===== src/rtl/epoch_rr_arbiter_if.sv =====
// rtl/epoch_rr_arbiter_if.sv - request/grant bundle between requesters (master) and the epoch arbiter (slave)
interface epoch_rr_arbiter_if #(
    parameter int NUM_REQ = 4
);
    localparam int IDW = (NUM_REQ > 1) ? $clog2(NUM_REQ) : 1;

    logic [NUM_REQ-1:0] req;
    logic [NUM_REQ-1:0] done;
    logic [NUM_REQ-1:0] gnt;
    logic [IDW-1:0]     gnt_id;
    logic               epoch_start;
    logic               busy;
    logic               timeout_pulse;

    modport master (
        output req, done,
        input  gnt, gnt_id, epoch_start, busy, timeout_pulse
    );

    modport slave (
        input  req, done,
        output gnt, gnt_id, epoch_start, busy, timeout_pulse
    );
endinterface


===== src/rtl/epoch_rr_arbiter.sv =====
// rtl/epoch_rr_arbiter.sv - round-robin arbiter with grant epochs, hold timeout and forced idle gap; EPOCH_ARB_PRIO0_EN gives requester 0 fixed priority
module epoch_rr_arbiter #(
    parameter int NUM_REQ  = 4,
    parameter int MAX_HOLD = 8,
    parameter int GAP      = 1
) (
    input  logic              clk,
    input  logic              reset,
    epoch_rr_arbiter_if.slave bus
);
    localparam int IDW = (NUM_REQ > 1) ? $clog2(NUM_REQ) : 1;
    localparam int HCW = $clog2(MAX_HOLD + 1);
    localparam int GCW = $clog2(GAP + 1);

    typedef enum logic [1:0] {
        ST_IDLE,
        ST_GRANT,
        ST_GAP
    } state_t;

    state_t           state;
    logic [IDW-1:0]   rr_ptr;
    logic [HCW-1:0]   hold_cnt;
    logic [GCW-1:0]   gap_cnt;

    logic             any_req;
    logic [IDW-1:0]   winner;
    logic [IDW-1:0]   next_ptr;
    logic             owner_release;
    logic             start_epoch;

    // First set request searching upward from ptr, wrapping around.
    function automatic logic [IDW-1:0] rr_pick(input logic [NUM_REQ-1:0] r,
                                               input logic [IDW-1:0]     ptr);
        logic [IDW-1:0] w;
        logic           found;
        int             c;
        w     = ptr;
        found = 1'b0;
        for (int i = 0; i < NUM_REQ; i++) begin
            c = (int'(ptr) + i) % NUM_REQ;
            if (!found && r[IDW'(c)]) begin
                found = 1'b1;
                w     = IDW'(c);
            end
        end
        return w;
    endfunction

    // Arbitration winner, pointer advance and release/epoch decisions.
    always_comb begin
        any_req = |bus.req;
`ifdef EPOCH_ARB_PRIO0_EN
        if (bus.req[0]) begin
            winner = '0;
        end else begin
            winner = rr_pick(bus.req, rr_ptr);
        end
`else
        winner = rr_pick(bus.req, rr_ptr);
`endif
        next_ptr      = (bus.gnt_id == IDW'(NUM_REQ - 1)) ? '0 : bus.gnt_id + 1'b1;
        owner_release = bus.done[bus.gnt_id] || !bus.req[bus.gnt_id];
        start_epoch   = any_req &&
                        ((state == ST_IDLE) || ((state == ST_GAP) && (gap_cnt == GCW'(1))));
    end

    // Grant FSM; every output is a register updated here.
    always_ff @(posedge clk) begin
        if (reset) begin
            state             <= ST_IDLE;
            rr_ptr            <= '0;
            hold_cnt          <= '0;
            gap_cnt           <= '0;
            bus.gnt           <= '0;
            bus.gnt_id        <= '0;
            bus.epoch_start   <= 1'b0;
            bus.busy          <= 1'b0;
            bus.timeout_pulse <= 1'b0;
        end else begin
            bus.epoch_start   <= 1'b0;
            bus.timeout_pulse <= 1'b0;
            case (state)
                ST_IDLE: begin
                    state <= ST_IDLE;
                end
                ST_GRANT: begin
                    if (owner_release || (hold_cnt == HCW'(MAX_HOLD))) begin
                        // done/req-drop is checked first so it masks a coincident timeout
                        bus.timeout_pulse <= !owner_release;
                        bus.gnt           <= '0;
                        bus.busy          <= 1'b0;
                        rr_ptr            <= next_ptr;
                        gap_cnt           <= GCW'(GAP);
                        state             <= ST_GAP;
                    end else begin
                        hold_cnt <= hold_cnt + 1'b1;
                    end
                end
                ST_GAP: begin
                    gap_cnt <= gap_cnt - 1'b1;
                    if (gap_cnt == GCW'(1)) begin
                        state <= ST_IDLE;
                    end
                end
                default: begin
                    state <= ST_IDLE;
                end
            endcase
            // A new epoch overrides the IDLE/GAP bookkeeping above.
            if (start_epoch) begin
                state           <= ST_GRANT;
                bus.gnt         <= NUM_REQ'(1) << winner;
                bus.gnt_id      <= winner;
                bus.busy        <= 1'b1;
                bus.epoch_start <= 1'b1;
                hold_cnt        <= HCW'(1);
            end
        end
    end
endmodule

===== src/flat_wrapper.sv =====
// flat-port wrapper written by rule: the top's interface ports become plain ports
module epoch_rr_arbiter_flat 
#(
    parameter int NUM_REQ  = 4,
    parameter int MAX_HOLD = 8,
    parameter int GAP      = 1
)
  (clk, reset, bus_req, bus_done, bus_gnt, bus_gnt_id, bus_epoch_start, bus_busy, bus_timeout_pulse);
  epoch_rr_arbiter_if #(.NUM_REQ(NUM_REQ)) bus_i ();
  input  logic clk;
  input  logic reset;
  input wire logic [$bits(bus_i.req)-1:0] bus_req;
  input wire logic [$bits(bus_i.done)-1:0] bus_done;
  output wire logic [$bits(bus_i.gnt)-1:0] bus_gnt;
  output wire logic [$bits(bus_i.gnt_id)-1:0] bus_gnt_id;
  output wire logic [$bits(bus_i.epoch_start)-1:0] bus_epoch_start;
  output wire logic [$bits(bus_i.busy)-1:0] bus_busy;
  output wire logic [$bits(bus_i.timeout_pulse)-1:0] bus_timeout_pulse;
  assign bus_i.req = bus_req;
  assign bus_i.done = bus_done;
  assign bus_gnt = bus_i.gnt;
  assign bus_gnt_id = bus_i.gnt_id;
  assign bus_epoch_start = bus_i.epoch_start;
  assign bus_busy = bus_i.busy;
  assign bus_timeout_pulse = bus_i.timeout_pulse;
  epoch_rr_arbiter #(.NUM_REQ(NUM_REQ), .MAX_HOLD(MAX_HOLD), .GAP(GAP)) u_core (.clk(clk), .reset(reset), .bus(bus_i));
endmodule

===== config.mk =====
export PLATFORM = sky130hd
export DESIGN_NAME = epoch_rr_arbiter_flat
export DESIGN_NICKNAME = d
export VERILOG_FILES = /design/src/rtl/epoch_rr_arbiter_if.sv /design/src/rtl/epoch_rr_arbiter.sv /design/src/flat_wrapper.sv
export SDC_FILE = /design/constraint.sdc
export NUM_CORES = 1
export LEC_CHECK = 0
export BUFFER_PORTS_ARGS = -buffer_cell sky130_fd_sc_hd__buf_2
export CAP_MARGIN = 40
export CORE_MARGIN = 2
export CORE_UTILIZATION = 53
export CTS_CLUSTER_DIAMETER = 60
export DETAILED_ROUTE_END_ITERATION = 8
export GPL_TIMING_DRIVEN = 0
export PLACE_DENSITY = 0.88
export SETUP_SLACK_MARGIN = 0.15
export SYNTH_ARGS = -nofsm -noshare
export SYNTH_HDL_FRONTEND = slang
export SYNTH_SLANG_ARGS = --single-unit
export TNS_END_PERCENT = 20

===== constraint.sdc =====
create_clock -name clk -period 2.2 [get_ports clk]
set_clock_uncertainty 0.1 [all_clocks]
set_input_delay 0.22 -clock clk [delete_from_list [all_inputs] [get_ports clk]]
set_output_delay 0.22 -clock clk [all_outputs]
set_load 0.01 [all_outputs]

Yosys cells after proc, flatten, opt, wreduce, memory -nomap -nowiden
Index checks and enable logic that the tools add are counted.
{"block": "totals", "regBits": 18, "out_inout_bits": 9, "inputBits": 10, "word_cells": 100}
{"block": "classes", "n_shift": 1, "bitwise_logic": 2, "magnitude_cmp": 5, "n_reduce_logical": 27, "n_mux": 39, "addsub": 6, "n_eq_ne": 9}
{"cell": "$mux W1", "n": 22}
{"cell": "$lt A2 B4 Y1 const B", "n": 4}
{"cell": "$reduce_and A2 Y1", "n": 7}
{"cell": "$bmux W1 S2", "n": 6}
{"cell": "$mux W2", "n": 6}
{"cell": "$mux W4", "n": 3}
{"cell": "$ne A2 B1 Y1 const B", "n": 3}
{"cell": "$ne A3 B1 Y1 const B", "n": 2}
{"cell": "$reduce_bool A2 Y1", "n": 3}
{"cell": "$logic_and A1 B1 Y1", "n": 5}
{"cell": "$logic_not A1 Y1", "n": 5}
{"cell": "$add A2 B1 Y2 const B", "n": 2}
{"cell": "$add A2 B2 Y2 const B", "n": 2}
{"cell": "$add A4 B1 Y4 const B", "n": 1}
{"cell": "$eq A2 B2 Y1 const B", "n": 2}
{"cell": "$eq A4 B4 Y1 const B", "n": 1}
{"cell": "$pmux W2 S2", "n": 1}
{"cell": "$reduce_or A4 Y1", "n": 1}
{"cell": "$shl A1 B2 Y4 const A", "n": 1}
{"cell": "$logic_or A1 B1 Y1", "n": 3}
{"cell": "$lt A2 B3 Y1 const B", "n": 1}
{"cell": "$reduce_or A3 Y1", "n": 1}
{"cell": "$eq A2 B1 Y1 const B", "n": 1}
{"cell": "$logic_not A2 Y1", "n": 1}
{"cell": "4 further kinds", "n": 5}

Longest topological paths before layout
Gate-level depths: netlist of run 1.
{"block": "logic_depth", "depth_word": 15, "depth_mapped": 5, "ltp_nobuf": 5}

Least setup slack after synthesis of run 1
Ideal clock, no wire load.
{"block": "synth_timing", "kind": "register to register", "startpoint": "register u_core.bus.gnt_id[1]", "endpoint": "register u_core.rr_ptr[0]", "slack_ns": 0.340, "setup_time_ns": 0.121, "period_less_slack_ns": 1.860, "arrival_time_ns": 1.639, "required_ns": 1.979, "stages_incl_launch_ff": 4, "n_path_buf": 0, "path_cell_list": "dfxtp_1 mux4_2 a21oi_2 mux2_2"}
{"block": "synth_between", "elab_chain_cells": 6, "elab_cells_between_ends": 10, "classes_between": "eq/ne: 1; mux: 5; reduce/logical: 4"}
{"element": "from (decl)", "line": "epoch_rr_arbiter_if.sv:22", "source": "output gnt, gnt_id, epoch_start, busy, timeout_pulse"}
{"element": "from (signal assigned)", "line": "epoch_rr_arbiter.sv:114", "source": "bus.gnt_id <= winner;"}
{"element": "$bmux W1 S2", "line": "epoch_rr_arbiter.sv:63", "source": "owner_release = bus.done[bus.gnt_id] || !bus.req[bus.gnt_id];"}
{"element": "$mux W1 (not written as such)", "line": "epoch_rr_arbiter.sv:63"}
{"element": "$logic_not A1 Y1", "line": "epoch_rr_arbiter.sv:63"}
{"element": "$logic_or A1 B1 Y1", "line": "epoch_rr_arbiter.sv:63"}
{"element": "$logic_or A1 B1 Y1", "line": "epoch_rr_arbiter.sv:88", "source": "if (owner_release || (hold_cnt == HCW'(MAX_HOLD))) begin"}
{"element": "$reduce_and A2 Y1 (no source line)"}
{"element": "to (signal assigned)", "line": "epoch_rr_arbiter.sv:93", "source": "rr_ptr <= next_ptr;"}
{"element": "to (decl)", "line": "epoch_rr_arbiter.sv:22", "source": "logic [IDW-1:0] rr_ptr;"}
Parallel ways exist; a longest one is shown, timed or not. The select of a mux whose other input is x is not followed.
A chain may end at the register's enable or synchronous reset.

Worst setup path in the final report of run 1
{"block": "layout_timing", "startpoint": "register u_core.bus.gnt_id[1]", "endpoint": "register u_core.hold_cnt[2]"}
{"block": "layout_between", "elab_chain_cells": 7, "elab_cells_between_ends": 9, "classes_between": "mux: 4; bitwise: 1; reduce/logical: 4"}
{"element": "$bmux W1 S2", "line": "epoch_rr_arbiter.sv:63"}
{"element": "$mux W1 (not written as such)", "line": "epoch_rr_arbiter.sv:63"}
{"element": "$logic_not A1 Y1", "line": "epoch_rr_arbiter.sv:63"}
{"element": "$logic_or A1 B1 Y1 (*)", "line": "epoch_rr_arbiter.sv:63"}
{"element": "$logic_or A1 B1 Y1 (*)", "line": "epoch_rr_arbiter.sv:88"}
{"element": "$not A1 Y1 (no source line) (*)"}
{"element": "$reduce_and A2 Y1 (no source line) (*)"}
{"element": "to (signal assigned)", "line": "epoch_rr_arbiter.sv:97", "source": "hold_cnt <= hold_cnt + 1'b1;"}
{"element": "to (decl)", "line": "epoch_rr_arbiter.sv:23", "source": "logic [HCW-1:0] hold_cnt;"}
Mark *: on every way between the ends. The rest lies on a longest branch, timed or not. The select of a mux whose other input is x is not followed.

==> impl_metrics.py, run 1 <==
metrics = {
    "placement": {
        "gpl.final_weighted_congestion": 0.8920,
        "io_buffer_count": 17,
        "dpl.hpwl_um": 1624,
    },
    "pwr": {
        "power_switching_mw": 0.2524,
        "powerDensity_nw_per_um2": 702.8,
        "power_frac_clock_pct": 25.5,
        "p_comb_share_pct": 25.7,
        "switching_share_pct": 31.40,
        "p_leak_nw": 0.4689,
        "p_seq_share_pct": 48.9,
        "ir_drop_mv": 0.5617,
        "intPower_mw": 0.5514,
    },
    "setup_path": {
        "crit_arrival_ns": 2.03,
        "crit_chain": "mux4_2, or4_1, a21boi_1",
        "cp_max_fo": 6,
        "max_stage_delay_ns": 0.61,
        "crit_family": "multiplexers",
        "crit_slowest_cell": "mux4_2",
        "r2r_slack_ns": 0.30,
        "critPathLaunchType": "register",
        "critical_path_class": "reg2reg",
        "reg2reg_from": "u_core.bus.gnt_id[1]",
        "end_kind": "register",
        "worstReg2RegEnd": "u_core.hold_cnt[2]",
        "path_buf_inv": 0,
        "worst-r2r-cell-count": 3,
        "required_ns": 2.33,
    },
    "synthesis": {
        "synth_area_um2": 983.4,
        "synth_area_leader_cell": "dfxtp_1",
        "yosysMostFrequentCell": "dfxtp_1",
        "yosys_most_used_dff": "dfxtp_1",
        "syn_inst": 110,
        "yosys-top-cells-count": "18 x dfxtp_1, 10 x nand2b_1, 8 x nand2_1, 8 x nor2b_1",
        "ys_types": 34,
        "yosysWarnings": 0,
        "synth_edf_count": 0,
        "syn_nets": 123,
        "synth_top_area_share_pct": 36.64,
        "yosysSeqAreaShare_pct": 36.64,
        "ys_ff_latch": 18,
        "synth-async-reset-ratio_pct": 0,
        "syn_avg_cell_area_um2": 8.940,
        "synth_area_leaders": "dfxtp_1 37%, nand2b_1 6.4%, nor2b_1 5.1%, mux4_2 4.6%, ha_1 3.8%",
    },
    "route": {
        "vias_per_cell": 5.692,
        "wl_per_cell_um": 13.73,
        "drtPass1Iterations": 4,
        "wl_um": 2142,
        "route.antenna.remaining_nets": 0,
        "drc": 0,
        "drt-initial-drc-count": 28,
        "dr_total_vias": 888,
    },
    "global_route": {
        "antenna_found_initial": 0,
        "grt_usage_pct": 22.57,
        "grt_pass1_vias": 865,
        "grt_pass1_wl_um": 3525,
        "grt.overflow.total": 0,
        "grt_max_degree": 11,
    },
    "timing": {
        "tightest_slew_ns": 0.4431,
        "max-slew-margin-rel_pct": 70.32,
        "setup_viol_count_final": 0,
        "holdWs_ns": 0.3055,
        "grt_setup_unrepaired": "false",
        "fin_tns_setup_ns": 0,
        "slew_viol_final": 0,
        "fin_crit_sh_pct": 86.45,
        "timing.fmax_ghz": 0.5258,
        "hold_violations": 0,
        "fin_crit_ns": 1.902,
    },
    "final_layout": {
        "drive_gt1_share_pct": 19.85,
        "syn2layout_area_growth_pct": 16.29,
        "num_antenna_cells": 0,
        "final_nets": 145,
    },
    "clocking": {
        "clockBufferDepth": 2,
        "htree_levels": 1,
        "worstSkewPairLatency_ns": 0.29,
        "clk_pin_slew_ns": 0.10,
        "post-cts-setup-buffers": 0,
        "cts_resized": 0,
        "cts_buffers": 3,
        "cts.sinks": 18,
        "cts_root_buffer": "clkbuf_4",
        "hold_buffers": 0,
        "cts_tree": "built",
    },
    "die": {
        "die_area_um2": 2216,
        "io_pins": 19,
        "die_w_um": 47.08,
        "dieHeight_um": 47.08,
        "coreArea_um2": 1727,
        "start_util_pct": 56.96,
        "fp-row-count": 15,
    },
    "outcome": {
        "status": "finished clean",
    },
    "worst_hold_path": {
        "min_from": "reset",
        "min_path_type": "in2reg",
        "hold_end": "u_core.rr_ptr[0]",
        "holdPathStages": 3,
    },
    "flow_run": {
        "max_cap_violations": 0,
    },
}
## routing by layer
metal  GRT usage [%]  vias up  wire [um]
li1                -      448          -
met1           25.36      421        928
met2           40.00       17       1124
met3           5.385        2         77
met4           10.56        0         12
met5               0        -          0
## worst max-delay path by stage
stage	cells past startpoint	slack, ns	from	end
detailed placement	3	0.22	u_core.bus.gnt_id[1]	u_core.rr_ptr[0]
CTS	3	0.20	u_core.bus.gnt_id[1]	u_core.rr_ptr[0]
floorplan	3	0.34	u_core.bus.gnt_id[1]	u_core.rr_ptr[0]
finish	3	0.30	u_core.bus.gnt_id[1]	u_core.hold_cnt[2]
global placement	3	0.27	u_core.bus.gnt_id[1]	u_core.rr_ptr[0]
global route	3	0.21	u_core.bus.gnt_id[1]	u_core.hold_cnt[2]
## sequential cells by signal (all words and copies together), names as in the netlist
register                  flops
u_core.gap_cnt                1
u_core.bus.timeout_pulse      1
u_core.bus.epoch_start        1
u_core.bus.busy               1
u_core.hold_cnt               4
u_core.rr_ptr                 2
u_core.state                  2
u_core.bus.gnt                4
u_core.bus.gnt_id             2
## final cells by class
class                      count  area, um^2
sequential                    18       360.3
buffer                         2       7.507
multi-input combinational     84       600.6
clock buffer                   4       36.28
fill                         148       583.1
tap                           25       31.28
inverter                       6       22.52
timing repair buffer          17       85.08
## power groups by stage
stage / Clock, mW / Sequential, mW / Combinational (mW)
global placement: 0 / 0.396 / 0.194
floorplan: 0 / 0.403 / 0.131
CTS: 0.207 / 0.392 / 0.203
global route: 0.222 / 0.398 / 0.228
detailed placement: 0 / 0.399 / 0.202
finish: 0.205 / 0.393 / 0.206
## cell families after synthesis
logic type / synth area share (%)
AND/OR/NAND/NOR: 29.90
AO/OA/AOI/OAI: 17.81
flip-flops: 36.64
buffers and inverters: 3.054
multiplexers: 8.778
adder cells (fa/ha/maj): 3.817
## cell usage in the layout, fill, tap and decap left out, drive strengths merged
cell and instances:
a21oi 6, nor2 1, ha 3, o32ai 4, nand3b 5, and3b 2, nand4 2, o211a 1
inv 6, a31oi 3, a211o 1, or4 3, and2 1, o211ai 1, mux2 1, and3 1
and2b 1, mux2i 3, a21o 1, o31ai 1, o2111ai 1, nand3 2, clkbuf 6, dfxtp 18
nor2b 8, or3 1, nand2 8, o21ai 6, mux4 2, nand2b 10, nor3 4, buf 17
a21boi 1
## through the flow
step	total power [mW]	cell area, um^2	setup slack [ns]	std cells	utilization (%)
final	0.8038	1144	0.2981	156	66.23
after global routing	0.8477	1144	0.2068	156	66.23
after CTS	0.8021	1136	0.2016	156	65.80
after detailed placement	0.6015	1100	0.2157	152	63.70
after global placement	0.5898	1100	0.2655	152	63.70
after floorplan	0.5344	983.4	0.3403	110	-
## worst register-to-register path, delay by kind of cell, from the launching register on
family             cells  cell delay, ns
and+or+nand+nor        1            0.52
muxes                  1            0.61
DFF                    1            0.47
AOI/OAI and AO/OA      1            0.15
Note: power is estimated with default switching activity, not from simulation.
==> run 2: changes to the inputs <==
Settings changed: CORE_UTILIZATION 53 to 55, CTS_BUF_LIST set to sky130_fd_sc_hd__clkbuf_8, PLACE_DENSITY 0.88 to 0.9.
==> impl_metrics.py, run 2 (synthesized netlist as in run 1, its figures left out) <==
metrics = {
    "setup_path": {
        "r2r_slack_ns": 0.28,
        "crit_arrival_ns": 2.01,
        "cp_max_fo": 6,
        "reg2reg_from": "u_core.bus.gnt_id[1]",
        "critical_path_class": "reg2reg",
        "worstReg2RegEnd": "u_core.hold_cnt[2]",
        "worst-r2r-cell-count": 3,
        "end_kind": "register",
        "required_ns": 2.29,
        "critPathLaunchType": "register",
    },
    "route": {
        "drtPass1Iterations": 4,
        "route.antenna.remaining_nets": 0,
        "dr_total_vias": 911,
        "wl_um": 2157,
        "drc": 0,
        "drt-initial-drc-count": 25,
        "wl_per_cell_um": 13.83,
        "vias_per_cell": 5.840,
    },
    "timing": {
        "grt_setup_unrepaired": "false",
        "tightest_slew_ns": 0.4599,
        "max-slew-margin-rel_pct": 69.20,
        "fin_tns_setup_ns": 0,
        "timing.fmax_ghz": 0.5208,
        "setup_viol_count_final": 0,
        "holdWs_ns": 0.3705,
        "fin_crit_ns": 1.920,
        "hold_violations": 0,
        "layout_setup_ws_ns": 0.2798,
        "fin_crit_sh_pct": 87.28,
        "slew_viol_final": 0,
    },
    "outcome": {
        "status": "finished clean",
    },
    "final_layout": {
        "drive_gt1_share_pct": 19.85,
        "layout_commonest_cell": "dfxtp_1",
        "num_antenna_cells": 0,
        "reg.largest.list": "u_core.bus.gnt (4), u_core.hold_cnt (4)",
        "syn2layout_area_growth_pct": 18.19,
        "final_nets": 145,
        "finalNonFillerCells": 156,
        "design_area_um2": 1162,
        "final_cell_mix": "18 x dfxtp_1, 17 x buf_2, 10 x nand2b_1",
    },
    "clocking": {
        "post-cts-setup-buffers": 0,
        "htree_levels": 1,
        "cts_root_buffer": "clkbuf_8",
        "clockBufferDepth": 2,
        "clk_pin_slew_ns": 0.07,
        "worstSkewPairLatency_ns": 0.25,
        "cts_tree": "built",
        "cts_buffers": 3,
        "cts.sinks": 18,
    },
    "worst_hold_path": {
        "min_from": "reset",
        "min_path_type": "in2reg",
        "holdPathStages": 3,
        "hold_end": "u_core.rr_ptr[0]",
    },
    "global_route": {
        "grt_usage_pct": 24.39,
        "antenna_found_initial": 0,
        "grt_max_degree": 11,
        "grt_pass1_vias": 865,
        "grt.overflow.total": 0,
        "grt_pass1_wl_um": 3732,
    },
    "placement": {
        "io_buffer_count": 17,
        "dpl_worst_slack_ns": 0.2205,
        "postPlaceCellArea_um2": 1100,
        "dpl.hpwl_um": 1574,
        "post-place-cells": 152,
        "gpl.final_weighted_congestion": 0.8386,
    },
    "pwr": {
        "p_comb_share_pct": 23.7,
        "ir_drop_mv": 0.6599,
        "switching_share_pct": 29.90,
        "powerDensity_nw_per_um2": 748.4,
        "power_frac_clock_pct": 31.1,
        "intPower_mw": 0.6098,
        "p_leak_nw": 0.4767,
        "p_seq_share_pct": 45.2,
        "power_switching_mw": 0.2601,
    },
    "die": {
        "fp-row-count": 15,
        "die_area_um2": 2142,
        "coreArea_um2": 1708,
        "die_w_um": 46.29,
        "dieHeight_um": 46.29,
        "start_util_pct": 57.58,
        "io_pins": 19,
    },
    "flow_run": {
        "max_cap_violations": 0,
    },
}
==> run 2: cell count changes in the layout (fill, tap and decap cells not counted) <==
cell and change:
clkbuf_4 -3, clkbuf_8 +3
==> run 2: how the worst max path moves through the flow <==
stage                          to  slack, ns  cells after the start            startpoint
5_1_grt        u_core.hold_cnt[2]       0.20                      3  u_core.bus.gnt_id[1]
3_3_place_gp     u_core.rr_ptr[0]       0.25                      3  u_core.bus.gnt_id[1]
3_5_place_dp     u_core.rr_ptr[0]       0.22                      3  u_core.bus.gnt_id[1]
6_report       u_core.hold_cnt[2]       0.28                      3  u_core.bus.gnt_id[1]
2_1_floorplan    u_core.rr_ptr[0]       0.34                      3  u_core.bus.gnt_id[1]
4_1_cts          u_core.rr_ptr[0]       0.21                      3  u_core.bus.gnt_id[1]
==> run 2: repair_timing <==
item	in CTS	in global routing
resized for setup	0	1
hold buffers	0	0
endpoints found under the setup margin	0	1
==> run 2: per-layer routing <==
layer | up-vias | GRT usage [%] | share of wire [%]
met4 | 0 | 8.571 | 2.0
li1 | 446 | - | -
met5 | - | 0 | 0
met2 | 29 | 42.78 | 52
met3 | 8 | 4.706 | 5.1
met1 | 428 | 29.30 | 41
==> run 2: per-stage QoR <==
| step | total power [mW] | utilization, % |
|---|---|---|
| finish | 0.8699 | 68.06 |
| CTS | 0.8628 | 67.62 |
| detailed placement | 0.5993 | 64.40 |
| global route | 0.9096 | 68.06 |
| global placement | 0.5904 | 64.40 |
| floorplan | 0.5344 | - |
==> run 2: worst max-delay path: stages (launching register included) <==
cell and delay, ns:
dfxtp_1 0.46, mux4_2 0.62, or4_1 0.53, a21boi_1 0.15
==> run 2: power groups by stage <==
stage               sequential [mW]  clock, mW  combinational [mW]
finish                        0.393      0.270               0.207
global route                  0.398      0.279               0.233
CTS                           0.393      0.268               0.202
detailed placement            0.399          0               0.200
global placement              0.396          0               0.194
floorplan                     0.403          0               0.131
==> run 2: layout make-up <==
class	instances	area, um^2
Inverter	6	22.52
Fill cell	136	545.5
Multi-Input combinational cell	84	600.6
Sequential cell	18	360.3
Buffer	2	7.507
Clock buffer	4	55.05
Tap cell	25	31.28
Timing Repair Buffer	17	85.08
==> run 3: changes to the inputs <==
Clock period 2.2 ns to 2.03 ns, I/O delays scaled along.
==> impl_metrics.py, run 3 (synthesized netlist as in run 1, its figures left out) <==
metrics = {
    "setup_path": {
        "crit_slowest_cell": "mux4_2",
        "cp_max_fo": 6,
        "required_ns": 2.12,
        "worst-r2r-cell-count": 3,
        "crit_family": "multiplexers",
        "r2r_slack_ns": 0.22,
        "max_stage_delay_ns": 0.58,
        "reg2reg_from": "u_core.bus.gnt_id[1]",
        "path_buf_inv": 0,
        "critPathLaunchType": "register",
        "worstReg2RegEnd": "u_core.hold_cnt[2]",
        "critical_path_class": "reg2reg",
        "crit_chain": "mux4_2, or4_1, a21boi_1",
        "crit_arrival_ns": 1.90,
        "end_kind": "register",
    },
    "clocking": {
        "cts_root_buffer": "clkbuf_8",
        "clockBufferDepth": 2,
        "cts_tree": "built",
        "hold_buffers": 0,
        "htree_levels": 1,
        "worstSkewPairLatency_ns": 0.25,
        "clk_pin_slew_ns": 0.07,
        "cts.sinks": 18,
        "cts_buffers": 3,
    },
    "global_route": {
        "grt_max_degree": 11,
        "grt_pass1_vias": 869,
        "grt.overflow.total": 0,
        "grt_usage_pct": 24.88,
        "antenna_found_initial": 0,
        "grt_pass1_wl_um": 3801,
    },
    "route": {
        "dr_total_vias": 920,
        "wl_um": 2160,
        "wl_per_cell_um": 13.76,
        "drc": 0,
        "drtPass1Iterations": 4,
        "route.antenna.remaining_nets": 0,
        "vias_per_cell": 5.860,
        "drt-initial-drc-count": 33,
    },
    "flow_run": {
        "max_cap_violations": 0,
    },
    "die": {
        "coreArea_um2": 1708,
        "io_pins": 19,
        "die_w_um": 46.29,
        "fp-row-count": 15,
        "dieHeight_um": 46.29,
        "die_area_um2": 2142,
        "start_util_pct": 57.58,
    },
    "worst_hold_path": {
        "holdPathStages": 3,
        "min_path_type": "in2reg",
        "min_from": "reset",
        "hold_end": "u_core.rr_ptr[0]",
    },
    "timing": {
        "setup_viol_count_final": 0,
        "timing.fmax_ghz": 0.5516,
        "fin_crit_ns": 1.813,
        "fin_crit_sh_pct": 89.30,
        "fin_tns_setup_ns": 0,
        "max-slew-margin-rel_pct": 69.07,
        "hold_violations": 0,
        "holdWs_ns": 0.3487,
        "slew_viol_final": 0,
        "grt_setup_unrepaired": "false",
        "tightest_slew_ns": 0.4618,
    },
    "pwr": {
        "powerDensity_nw_per_um2": 806.2,
        "ir_drop_mv": 0.7095,
        "p_leak_nw": 0.4819,
    },
    "placement": {
        "dpl.hpwl_um": 1574,
        "io_buffer_count": 17,
        "gpl.final_weighted_congestion": 0.8386,
    },
    "final_layout": {
        "num_antenna_cells": 0,
        "final_nets": 146,
        "syn2layout_area_growth_pct": 19.34,
        "reg.largest.list": "u_core.bus.gnt (4), u_core.hold_cnt (4)",
        "final_cell_mix": "17 x buf_2, 17 x dfxtp_1, 10 x nand2b_1",
        "drive_gt1_share_pct": 21.21,
    },
    "outcome": {
        "status": "finished clean",
    },
}
==> run 3: cell count changes in the layout (fill, tap and decap cells not counted) <==
cell / previous run / this run
buf_4: 0 / 1
dfxtp_1: 18 / 17
dfxtp_4: 0 / 1
==> run 3: report_power, final <==
| group | internal, mW | leakage, nW | switching [mW] |
|---|---|---|---|
| combinational | 0.0986 | 0.305 | 0.130 |
| clock | 0.172 | 0.0288 | 0.119 |
| sequential | 0.393 | 0.148 | 0.0331 |
| total | 0.664 | 0.482 | 0.282 |
==> run 3: cell type report <==
type | instances | area (um^2)
plain buffers | 2 | 7.507
fillers | 134 | 534.3
clock buffers | 4 | 55.05
repair buffers | 18 | 92.59
flip-flops and latches | 18 | 364.1
inverters | 6 | 22.52
well taps | 25 | 31.28
multi-input cells | 84 | 600.6
==> run 3: repair_timing <==
| item | in CTS | in global routing |
|---|---|---|
| setup buffers | 0 | 1 |
| endpoints found under the setup margin | 2 | 1 |
| resized for setup | 2 | 1 |
==> run 3: metrics by stage <==
| step | instance area (um^2) | util, % | power, mW | setup WS, ns | cells |
|---|---|---|---|---|---|
| 2_1_floorplan | 983.4 | - | 0.5791 | 0.1703 | 110 |
| 3_3_place_gp | 1100 | 64.40 | 0.6399 | 0.08476 | 152 |
| 3_5_place_dp | 1100 | 64.40 | 0.6495 | 0.05053 | 152 |
| 4_1_cts | 1164 | 68.13 | 0.9393 | 0.1874 | 156 |
| 5_1_grt | 1174 | 68.72 | 0.9897 | 0.1704 | 157 |
| 6_report | 1174 | 68.72 | 0.9461 | 0.2172 | 157 |
==> run 3: worst reg2reg max path: stages (launching register included) <==
cell	delay [ns]
dfxtp_4	0.38
mux4_2	0.58
or4_1	0.53
a21boi_1	0.15
==> run 3: worst max path at each step <==
stage	startpoint	endpoint	slack, ns	cells after the start
after floorplan	u_core.bus.gnt_id[1]	u_core.rr_ptr[0]	0.17	3
after global placement	u_core.bus.gnt_id[1]	u_core.rr_ptr[0]	0.08	3
after detailed placement	u_core.bus.gnt_id[1]	u_core.rr_ptr[0]	0.05	3
after CTS	u_core.bus.gnt_id[1]	u_core.hold_cnt[2]	0.19	3
after global routing	u_core.bus.gnt_id[1]	u_core.hold_cnt[2]	0.17	3
final	u_core.bus.gnt_id[1]	u_core.hold_cnt[2]	0.22	3
==> run 3: metal layers <==
metal | track usage (%) | up-vias | wire, um | part of all wire, %
li1 | - | 447 | - | -
met1 | 29.78 | 441 | 891 | 41
met2 | 43.89 | 24 | 1142 | 53
met3 | 4.706 | 8 | 88 | 4.1
met4 | 8.571 | 0 | 37 | 1.7
met5 | 0 | - | 0 | 0
